$ cat config.mk
export PLATFORM = sky130hd
export DESIGN_NAME = ten_mac_rst_sequencer_flat
export DESIGN_NICKNAME = d
export VERILOG_FILES = /design/src/rtl/ten_mac_rst_sequencer_pkg.sv /design/src/rtl/ten_mac_rst_sequencer_if.sv /design/src/rtl/ten_mac_rst_sequencer_timer.sv /design/src/rtl/ten_mac_rst_sequencer.sv /design/src/flat_wrapper.sv
export SDC_FILE = /design/constraint.sdc
export NUM_CORES = 1
export LEC_CHECK = 0
export BUFFER_PORTS_ARGS = -buffer_cell sky130_fd_sc_hd__buf_2
export CAP_MARGIN = 20
export CORE_MARGIN = 2
export CORE_UTILIZATION = 49
export CTS_CLUSTER_DIAMETER = 200
export DETAILED_ROUTE_END_ITERATION = 8
export HOLD_SLACK_MARGIN = 0.15
export MAX_ROUTING_LAYER = met4
export PLACE_DENSITY = 0.77
export SKIP_LAST_GASP = 1
export SYNTH_ARGS = -nofsm -noshare
export SYNTH_HDL_FRONTEND = slang
export SYNTH_SLANG_ARGS = --single-unit
$ cat constraint.sdc
create_clock -name i_clk -period 2 [get_ports i_clk]
set_input_delay 0.2 -clock i_clk [delete_from_list [all_inputs] [get_ports i_clk]]
set_output_delay 0.2 -clock i_clk [all_outputs]
set_load 0.005 [all_outputs]
$ cat src/rtl/ten_mac_rst_sequencer_pkg.sv
// ten_mac_rst_pkg: state codes and per-state reset vectors for the 10G MAC reset sequencer
package ten_mac_rst_pkg;

    typedef enum logic [2:0] {
        ST_RST_ALL    = 3'd0,
        ST_WAIT_QPLL  = 3'd1,
        ST_REL_GT     = 3'd2,
        ST_WAIT_BLOCK = 3'd3,
        ST_REL_MAC    = 3'd4,
        ST_RUN        = 3'd5,
        ST_FAIL       = 3'd6
    } state_e;

    // {gt,pcs,mac,user} indexed by state code; the unused code 7 keeps everything in reset
    localparam logic [7:0][3:0] C_RST_VEC = {
        4'b1111, 4'b1111, 4'b0000, 4'b0001, 4'b0011, 4'b0111, 4'b1111, 4'b1111
    };

endpackage

$ cat src/rtl/ten_mac_rst_sequencer_if.sv
// ten_mac_rst_sequencer_if: lock/soft-reset inputs and reset/status outputs of the sequencer
interface ten_mac_rst_sequencer_if;

    logic       i_qpll_lock;
    logic       i_block_lock;
    logic       i_soft_rst;
    logic       o_gt_rst;
    logic       o_pcs_rst;
    logic       o_mac_rst;
    logic       o_user_rst;
    logic       o_ready;
    logic       o_fail;
    logic [2:0] o_state;
    logic [3:0] o_retry_cnt;

    modport master (
        output i_qpll_lock, i_block_lock, i_soft_rst,
        input  o_gt_rst, o_pcs_rst, o_mac_rst, o_user_rst, o_ready, o_fail, o_state, o_retry_cnt
    );

    modport slave (
        input  i_qpll_lock, i_block_lock, i_soft_rst,
        output o_gt_rst, o_pcs_rst, o_mac_rst, o_user_rst, o_ready, o_fail, o_state, o_retry_cnt
    );

endinterface

$ cat src/rtl/ten_mac_rst_sequencer_timer.sv
// rst_seq_timer: saturating state timer with stage-hold and lock-timeout terminal compares
module rst_seq_timer #(
    parameter int P_STAGE_CYCLES = 16,
    parameter int P_LOCK_TIMEOUT = 1024
) (
    input  logic i_clk,
    input  logic i_rst_n,
    input  logic i_clr,
    input  logic i_en,
    output logic o_stage_done,
    output logic o_timeout
);

    localparam int W = $clog2(P_STAGE_CYCLES > P_LOCK_TIMEOUT ? P_STAGE_CYCLES : P_LOCK_TIMEOUT);
    localparam logic [W-1:0] C_MAX        = '1;
    localparam logic [W-1:0] C_STAGE_LAST = W'(P_STAGE_CYCLES - 1);
    localparam logic [W-1:0] C_TO_LAST    = W'(P_LOCK_TIMEOUT - 1);

    logic [W-1:0] cnt_q, cnt_d;

    // count up while enabled, hold at the top value, restart on clear
    always_comb cnt_d = i_clr ? '0 : (i_en && cnt_q != C_MAX) ? cnt_q + W'(1) : cnt_q;

    // timer register
    always_ff @(posedge i_clk) begin
        if (!i_rst_n) cnt_q <= '0;
        else          cnt_q <= cnt_d;
    end

    assign o_stage_done = cnt_q == C_STAGE_LAST;
    assign o_timeout    = cnt_q == C_TO_LAST;

endmodule

$ cat src/rtl/ten_mac_rst_sequencer.sv
// ten_mac_rst_sequencer: ordered GT/PCS/MAC/user reset release gated on QPLL and block lock,
// with lock-timeout retry, sticky fail and link-loss re-sequencing.
// Define TEN_MAC_RST_LOSS_FILTER_EN to ignore block-lock drops shorter than P_FILTER_CYCLES.
module ten_mac_rst_sequencer
    import ten_mac_rst_pkg::*;
#(
    parameter int P_STAGE_CYCLES  = 16,
    parameter int P_LOCK_TIMEOUT  = 1024,
    parameter int P_MAX_RETRY     = 3,
    parameter int P_FILTER_CYCLES = 8
) (
    input  logic                     i_clk,
    input  logic                     i_rst_n,
    ten_mac_rst_sequencer_if.slave   bus
);

    if (P_STAGE_CYCLES < 2 || P_LOCK_TIMEOUT < 4 || P_MAX_RETRY < 1 || P_MAX_RETRY > 15 ||
        P_FILTER_CYCLES < 1) begin : g_bad_param
        $error("ten_mac_rst_sequencer: parameter out of range");
    end

    state_e     state_q, state_d;
    logic [3:0] retry_q, retry_d;
    logic [3:0] rst_q;
    logic       ready_q, fail_q;
    logic       stage_done, timeout, blk_loss;

`ifdef TEN_MAC_RST_LOSS_FILTER_EN
    localparam int FW = $clog2(P_FILTER_CYCLES + 1);
    localparam logic [FW-1:0] C_FILT_LAST = FW'(P_FILTER_CYCLES - 1);

    logic [FW-1:0] filt_q;

    // count consecutive block-lock-low cycles; any high cycle restarts the count
    always_ff @(posedge i_clk) begin
        if (!i_rst_n || bus.i_block_lock) filt_q <= '0;
        else if (filt_q != C_FILT_LAST)   filt_q <= filt_q + FW'(1);
    end

    assign blk_loss = !bus.i_block_lock && filt_q == C_FILT_LAST;
`else
    assign blk_loss = !bus.i_block_lock;
`endif

    rst_seq_timer #(
        .P_STAGE_CYCLES (P_STAGE_CYCLES),
        .P_LOCK_TIMEOUT (P_LOCK_TIMEOUT)
    ) u_timer (
        .i_clk        (i_clk),
        .i_rst_n      (i_rst_n),
        .i_clr        (bus.i_soft_rst || state_d != state_q),
        .i_en         (1'b1),
        .o_stage_done (stage_done),
        .o_timeout    (timeout)
    );

    // next state and retry count; soft reset beats QPLL loss beats block loss beats progress
    always_comb begin
        state_d = state_q;
        retry_d = retry_q;
        if (bus.i_soft_rst) begin
            state_d = ST_RST_ALL;
            retry_d = '0;
        end else if (!bus.i_qpll_lock && state_q inside {ST_REL_GT, ST_WAIT_BLOCK, ST_REL_MAC, ST_RUN}) begin
            state_d = ST_RST_ALL;
        end else if (blk_loss && state_q inside {ST_REL_MAC, ST_RUN}) begin
            state_d = ST_WAIT_BLOCK;
        end else if (stage_done && state_q inside {ST_RST_ALL, ST_REL_GT, ST_REL_MAC}) begin
            state_d = state_e'(state_q + 3'd1);
        end else if ((state_q == ST_WAIT_QPLL && bus.i_qpll_lock) ||
                     (state_q == ST_WAIT_BLOCK && bus.i_block_lock)) begin
            state_d = state_e'(state_q + 3'd1);
        end else if (timeout && state_q inside {ST_WAIT_QPLL, ST_WAIT_BLOCK}) begin
            state_d = retry_q < 4'(P_MAX_RETRY) ? ST_RST_ALL : ST_FAIL;
            retry_d = retry_q < 4'(P_MAX_RETRY) ? retry_q + 4'd1 : retry_q;
        end
    end

    // state, retry count and outputs decoded from the next state so they move together
    always_ff @(posedge i_clk) begin
        if (!i_rst_n) begin
            state_q <= ST_RST_ALL;
            retry_q <= '0;
            rst_q   <= 4'b1111;
            ready_q <= 1'b0;
            fail_q  <= 1'b0;
        end else begin
            state_q <= state_d;
            retry_q <= retry_d;
            rst_q   <= C_RST_VEC[state_d];
            ready_q <= state_d == ST_RUN;
            fail_q  <= state_d == ST_FAIL;
        end
    end

    assign bus.o_gt_rst    = rst_q[3];
    assign bus.o_pcs_rst   = rst_q[2];
    assign bus.o_mac_rst   = rst_q[1];
    assign bus.o_user_rst  = rst_q[0];
    assign bus.o_ready     = ready_q;
    assign bus.o_fail      = fail_q;
    assign bus.o_state     = state_q;
    assign bus.o_retry_cnt = retry_q;

endmodule

$ cat src/flat_wrapper.sv
// flat-port wrapper written by rule: the top's interface ports become plain ports
module ten_mac_rst_sequencer_flat import ten_mac_rst_pkg::*;
#(
    parameter int P_STAGE_CYCLES  = 16,
    parameter int P_LOCK_TIMEOUT  = 1024,
    parameter int P_MAX_RETRY     = 3,
    parameter int P_FILTER_CYCLES = 8
)
  (i_clk, i_rst_n, bus_i_qpll_lock, bus_i_block_lock, bus_i_soft_rst, bus_o_gt_rst, bus_o_pcs_rst, bus_o_mac_rst, bus_o_user_rst, bus_o_ready, bus_o_fail, bus_o_state, bus_o_retry_cnt);
  ten_mac_rst_sequencer_if bus_i ();
  input  logic i_clk;
  input  logic i_rst_n;
  input wire logic [$bits(bus_i.i_qpll_lock)-1:0] bus_i_qpll_lock;
  input wire logic [$bits(bus_i.i_block_lock)-1:0] bus_i_block_lock;
  input wire logic [$bits(bus_i.i_soft_rst)-1:0] bus_i_soft_rst;
  output wire logic [$bits(bus_i.o_gt_rst)-1:0] bus_o_gt_rst;
  output wire logic [$bits(bus_i.o_pcs_rst)-1:0] bus_o_pcs_rst;
  output wire logic [$bits(bus_i.o_mac_rst)-1:0] bus_o_mac_rst;
  output wire logic [$bits(bus_i.o_user_rst)-1:0] bus_o_user_rst;
  output wire logic [$bits(bus_i.o_ready)-1:0] bus_o_ready;
  output wire logic [$bits(bus_i.o_fail)-1:0] bus_o_fail;
  output wire logic [$bits(bus_i.o_state)-1:0] bus_o_state;
  output wire logic [$bits(bus_i.o_retry_cnt)-1:0] bus_o_retry_cnt;
  assign bus_i.i_qpll_lock = bus_i_qpll_lock;
  assign bus_i.i_block_lock = bus_i_block_lock;
  assign bus_i.i_soft_rst = bus_i_soft_rst;
  assign bus_o_gt_rst = bus_i.o_gt_rst;
  assign bus_o_pcs_rst = bus_i.o_pcs_rst;
  assign bus_o_mac_rst = bus_i.o_mac_rst;
  assign bus_o_user_rst = bus_i.o_user_rst;
  assign bus_o_ready = bus_i.o_ready;
  assign bus_o_fail = bus_i.o_fail;
  assign bus_o_state = bus_i.o_state;
  assign bus_o_retry_cnt = bus_i.o_retry_cnt;
  ten_mac_rst_sequencer #(.P_STAGE_CYCLES(P_STAGE_CYCLES), .P_LOCK_TIMEOUT(P_LOCK_TIMEOUT), .P_MAX_RETRY(P_MAX_RETRY), .P_FILTER_CYCLES(P_FILTER_CYCLES)) u_core (.i_clk(i_clk), .i_rst_n(i_rst_n), .bus(bus_i));
endmodule
==> metrics.cfg <==
[final_layout]
layout_commonest_cell=buf_4
drive_above_1_share_pct=46.9
final_nets=206
final_cell_mix=buf_4 (27), dfxtp_1 (20), nor2_1 (18)
final_util_pct=73.8
area_delta_synth_final_pct=42.9
final_cells=222
antenna_cells=0

[worst_hold_path]
min-delay-path-class=input pin to flop
holdPathEnd=u_core.bus.o_retry_cnt[1]$_SDFFE_PP0P_
min_from=bus_i_soft_rst
holdPathStages=3

[worst_setup_path]
r2r.worst_path.cells=8
path_max_fanout=5
setup.worst_path.class=flop to flop
cp_data_arrival_time_ns=2.40
reg2reg_to=u_core.u_timer.cnt_q[9]$_SDFFE_PP0P_
required_ns=2.25
timing.rr.start=u_core.bus.o_state[1]$_SDFF_PN0_
r2r_setup_slack_ns=-0.15
worst_setup_path_start_kind=flop
crit_path_end_kind=flop

[yosys]
post_synth_instance_area_mm2=0.00128
yosysSeqAreaShare_pct=36.0
syn-num-nets=156
synthSimpleGateAreaFrac_pct=29.7
ys_ff_latch=23
syn_area_per_cell_um2=8.95
synth_cell_types=42
synth_compound_area_share_pct=15.2
synth_xor_area_share_pct=4.11
synth_top_family_by_area=simple AND/OR/NAND/NOR gates
synth_mux_area_share_pct=3.91
ys.warnings.count=0
synth_cells=143
synth_fa_ha_area_share_pct=7.82

[placement]
place_hpwl_um=2420
gp_congestion=0.963
port_buffers=17
dp.cells=209

[floorplan]
die_y_um=55.1
start_util_pct=51.7
boundaryPins=18
dieArea_mm2=0.00304
row_count=18
die_x_um=55.1
design.core.area_mm2=0.00248

[detailed_routing]
drc=0
dr.first_iter.drc_count=66
ant_nets=0
vias=1321
wirelength_um=3810
firstDrtPassIters=4
viasPerCell=5.95
wl_per_cell_um=17.2

[timing]
worstMarginPinSlew_ns=0.436
final_hold_viol_count=0
final.setup.tns_ns=-2.01
setup_ws_ns=-0.152
fin_skew_ns=0.00495
min_period_over_period_pct=108
slew_violations=0
relSlewSlack_pct=70.6
min_period_ns=2.15
rsz0062_at_grt=true
max_clock_freq_mhz=465
setup_viol=19

[job]
cap_violations=0

[clocking]
cts_tree=built
cts_buffers=3
cts_buffer_depth=2
cts_sinks=23
root_buffer=clkbuf_4
clk_latency_ns=0.31
path_clk_slew_ns=0.13
h-tree-depth=1

[power]
p_leak_nw=0.768
finalPower_w=0.000726
ir_drop_v=0.000428
power_density_mw_per_mm2=397

[global_routing]
grt_pass1_vias=1258
antenna_found_initial=0
grt_pass1_wl_um=5490
grt_max_degree=13
grt_overflow=0
track_usage_pct=26.4

[outcome]
violations=setup timing
status=complete, but fails checks

[critical path, stage by stage (launching register included)]
cell and delay, ns:
dfxtp_4 0.40, inv_4 0.05, ha_1 0.34, o21bai_4 0.19, o21ai_0 0.13, a31oi_1 0.22
o22ai_1 0.17, a211o_2 0.44, nor3_2 0.13
[synthesized netlist by cell type (all sizes together)]
master | count | area share [%]
or3 | 1 | 0.59
nand2 | 6 | 1.8
nor2b | 2 | 0.98
dfxtp | 23 | 36
a32oi | 2 | 1.4
o2111ai | 1 | 0.68
a21bo | 1 | 0.78
a221o | 1 | 0.78
mux2i | 5 | 3.9
o22ai | 1 | 0.49
a31oi | 2 | 0.98
and2b | 1 | 0.59
a211o | 1 | 0.68
a2111oi | 1 | 2.2
o21bai | 1 | 0.59
xor2 | 3 | 2.1
xnor2 | 3 | 2.1
nor2 | 21 | 6.2
a2bb2oi | 1 | 0.68
and3b | 2 | 1.4
nor4 | 2 | 0.98
buf | 3 | 1.6
nor3 | 10 | 3.9
a21oi | 3 | 1.5
o211ai | 1 | 0.98
inv | 6 | 1.8
o21ba | 1 | 0.78
nand3 | 5 | 2.0
nand2b | 4 | 2.7
o21ai | 5 | 2.0
nand4 | 5 | 3.6
ha | 8 | 7.8
and2 | 5 | 2.4
and3 | 5 | 2.6
a222oi | 1 | 0.78
[power by group]
part	switching (W)	total [W]	internal, W
Combinational	0.0000271	0.0000502	0.0000230
Sequential	0.00000106	0.000458	0.000457
Clock	0.000140	0.000218	0.0000780
Total	0.000168	0.000726	0.000558
[flip-flops by register name (all words and copies together) (netlist names)]
signal	flops
u_core.u_timer.cnt_q	10
u_core.rst_q	4
u_core.bus.o_state	3
u_core.bus.o_ready	1
u_core.bus.o_retry_cnt	4
u_core.bus.o_fail	1
[worst max-delay path by stage]
stage                                      endpoint  slack, ns                              from  depth (start not counted)
6_report       u_core.u_timer.cnt_q[9]$_SDFFE_PP0P_      -0.15  u_core.bus.o_state[1]$_SDFF_PN0_                          8
5_1_grt        u_core.u_timer.cnt_q[4]$_SDFFE_PP0P_      -0.26  u_core.bus.o_state[1]$_SDFF_PN0_                          9
4_1_cts               u_core.bus.o_ready$_SDFF_PN0_      -0.08  u_core.bus.o_state[0]$_SDFF_PN0_                          9
3_5_place_dp          u_core.bus.o_ready$_SDFF_PN0_      -0.17  u_core.bus.o_state[1]$_SDFF_PN0_                          8
3_3_place_gp          u_core.bus.o_ready$_SDFF_PN0_      -0.12  u_core.bus.o_state[1]$_SDFF_PN0_                          8
2_1_floorplan  u_core.u_timer.cnt_q[3]$_SDFFE_PP0P_      -0.02  u_core.bus.o_state[1]$_SDFF_PN0_                          8
[metrics by stage]
step | hold slack, ns | worst slack, ns | cell area (um2)
floorplan | 0.385 | -0.0235 | 1330
global placement | 0.441 | -0.118 | 1590
detailed placement | 0.448 | -0.171 | 1590
CTS | 0.236 | -0.0823 | 1720
global route | 0.262 | -0.256 | 1830
finish | 0.233 | -0.152 | 1830
[layer usage]
layer | routed length [um] | vias to the layer above | GRT usage (%)
li1 | - | 617 | -
met1 | 1490 | 614 | 29.8
met2 | 1980 | 74 | 45.0
met3 | 220 | 16 | 4.57
met4 | 120 | 0 | 13.0
met5 | 0 | - | -
[cell type report]
class | count | area (um2)
clock buffer | 4 | 26.3
fill | 179 | 648
inverter | 6 | 25.0
multi-input combinational | 112 | 951
sequential | 23 | 469
tap | 30 | 37.5
timing repair buffer | 47 | 320
[cells by family (layout without fill, tap and decap cells)]
kind of cell             Yosys count  count (layout)
flip-flops                        23              23
XOR/XNOR                           6               6
AO/OA/AOI/OAI                     23              24
AND/OR/NAND/NOR                   69              69
adder cells (fa/ha/maj)            8               8
multiplexers                       5               5
buffers and inverters              9              57
[timing repair]
| action | 4_1_cts | 5_1_grt |
|---|---|---|
| endpoints found under the setup margin | 21 | 21 |
| pin swaps | 26 | 4 |
| endpoints found under the hold margin | 2 | 0 |
| resized for setup | 16 | 16 |
| gates cloned | 1 | 0 |
| hold buffers | 1 | 0 |
| setup buffers | 3 | 4 |
Power figures use the tool's default switching activity.
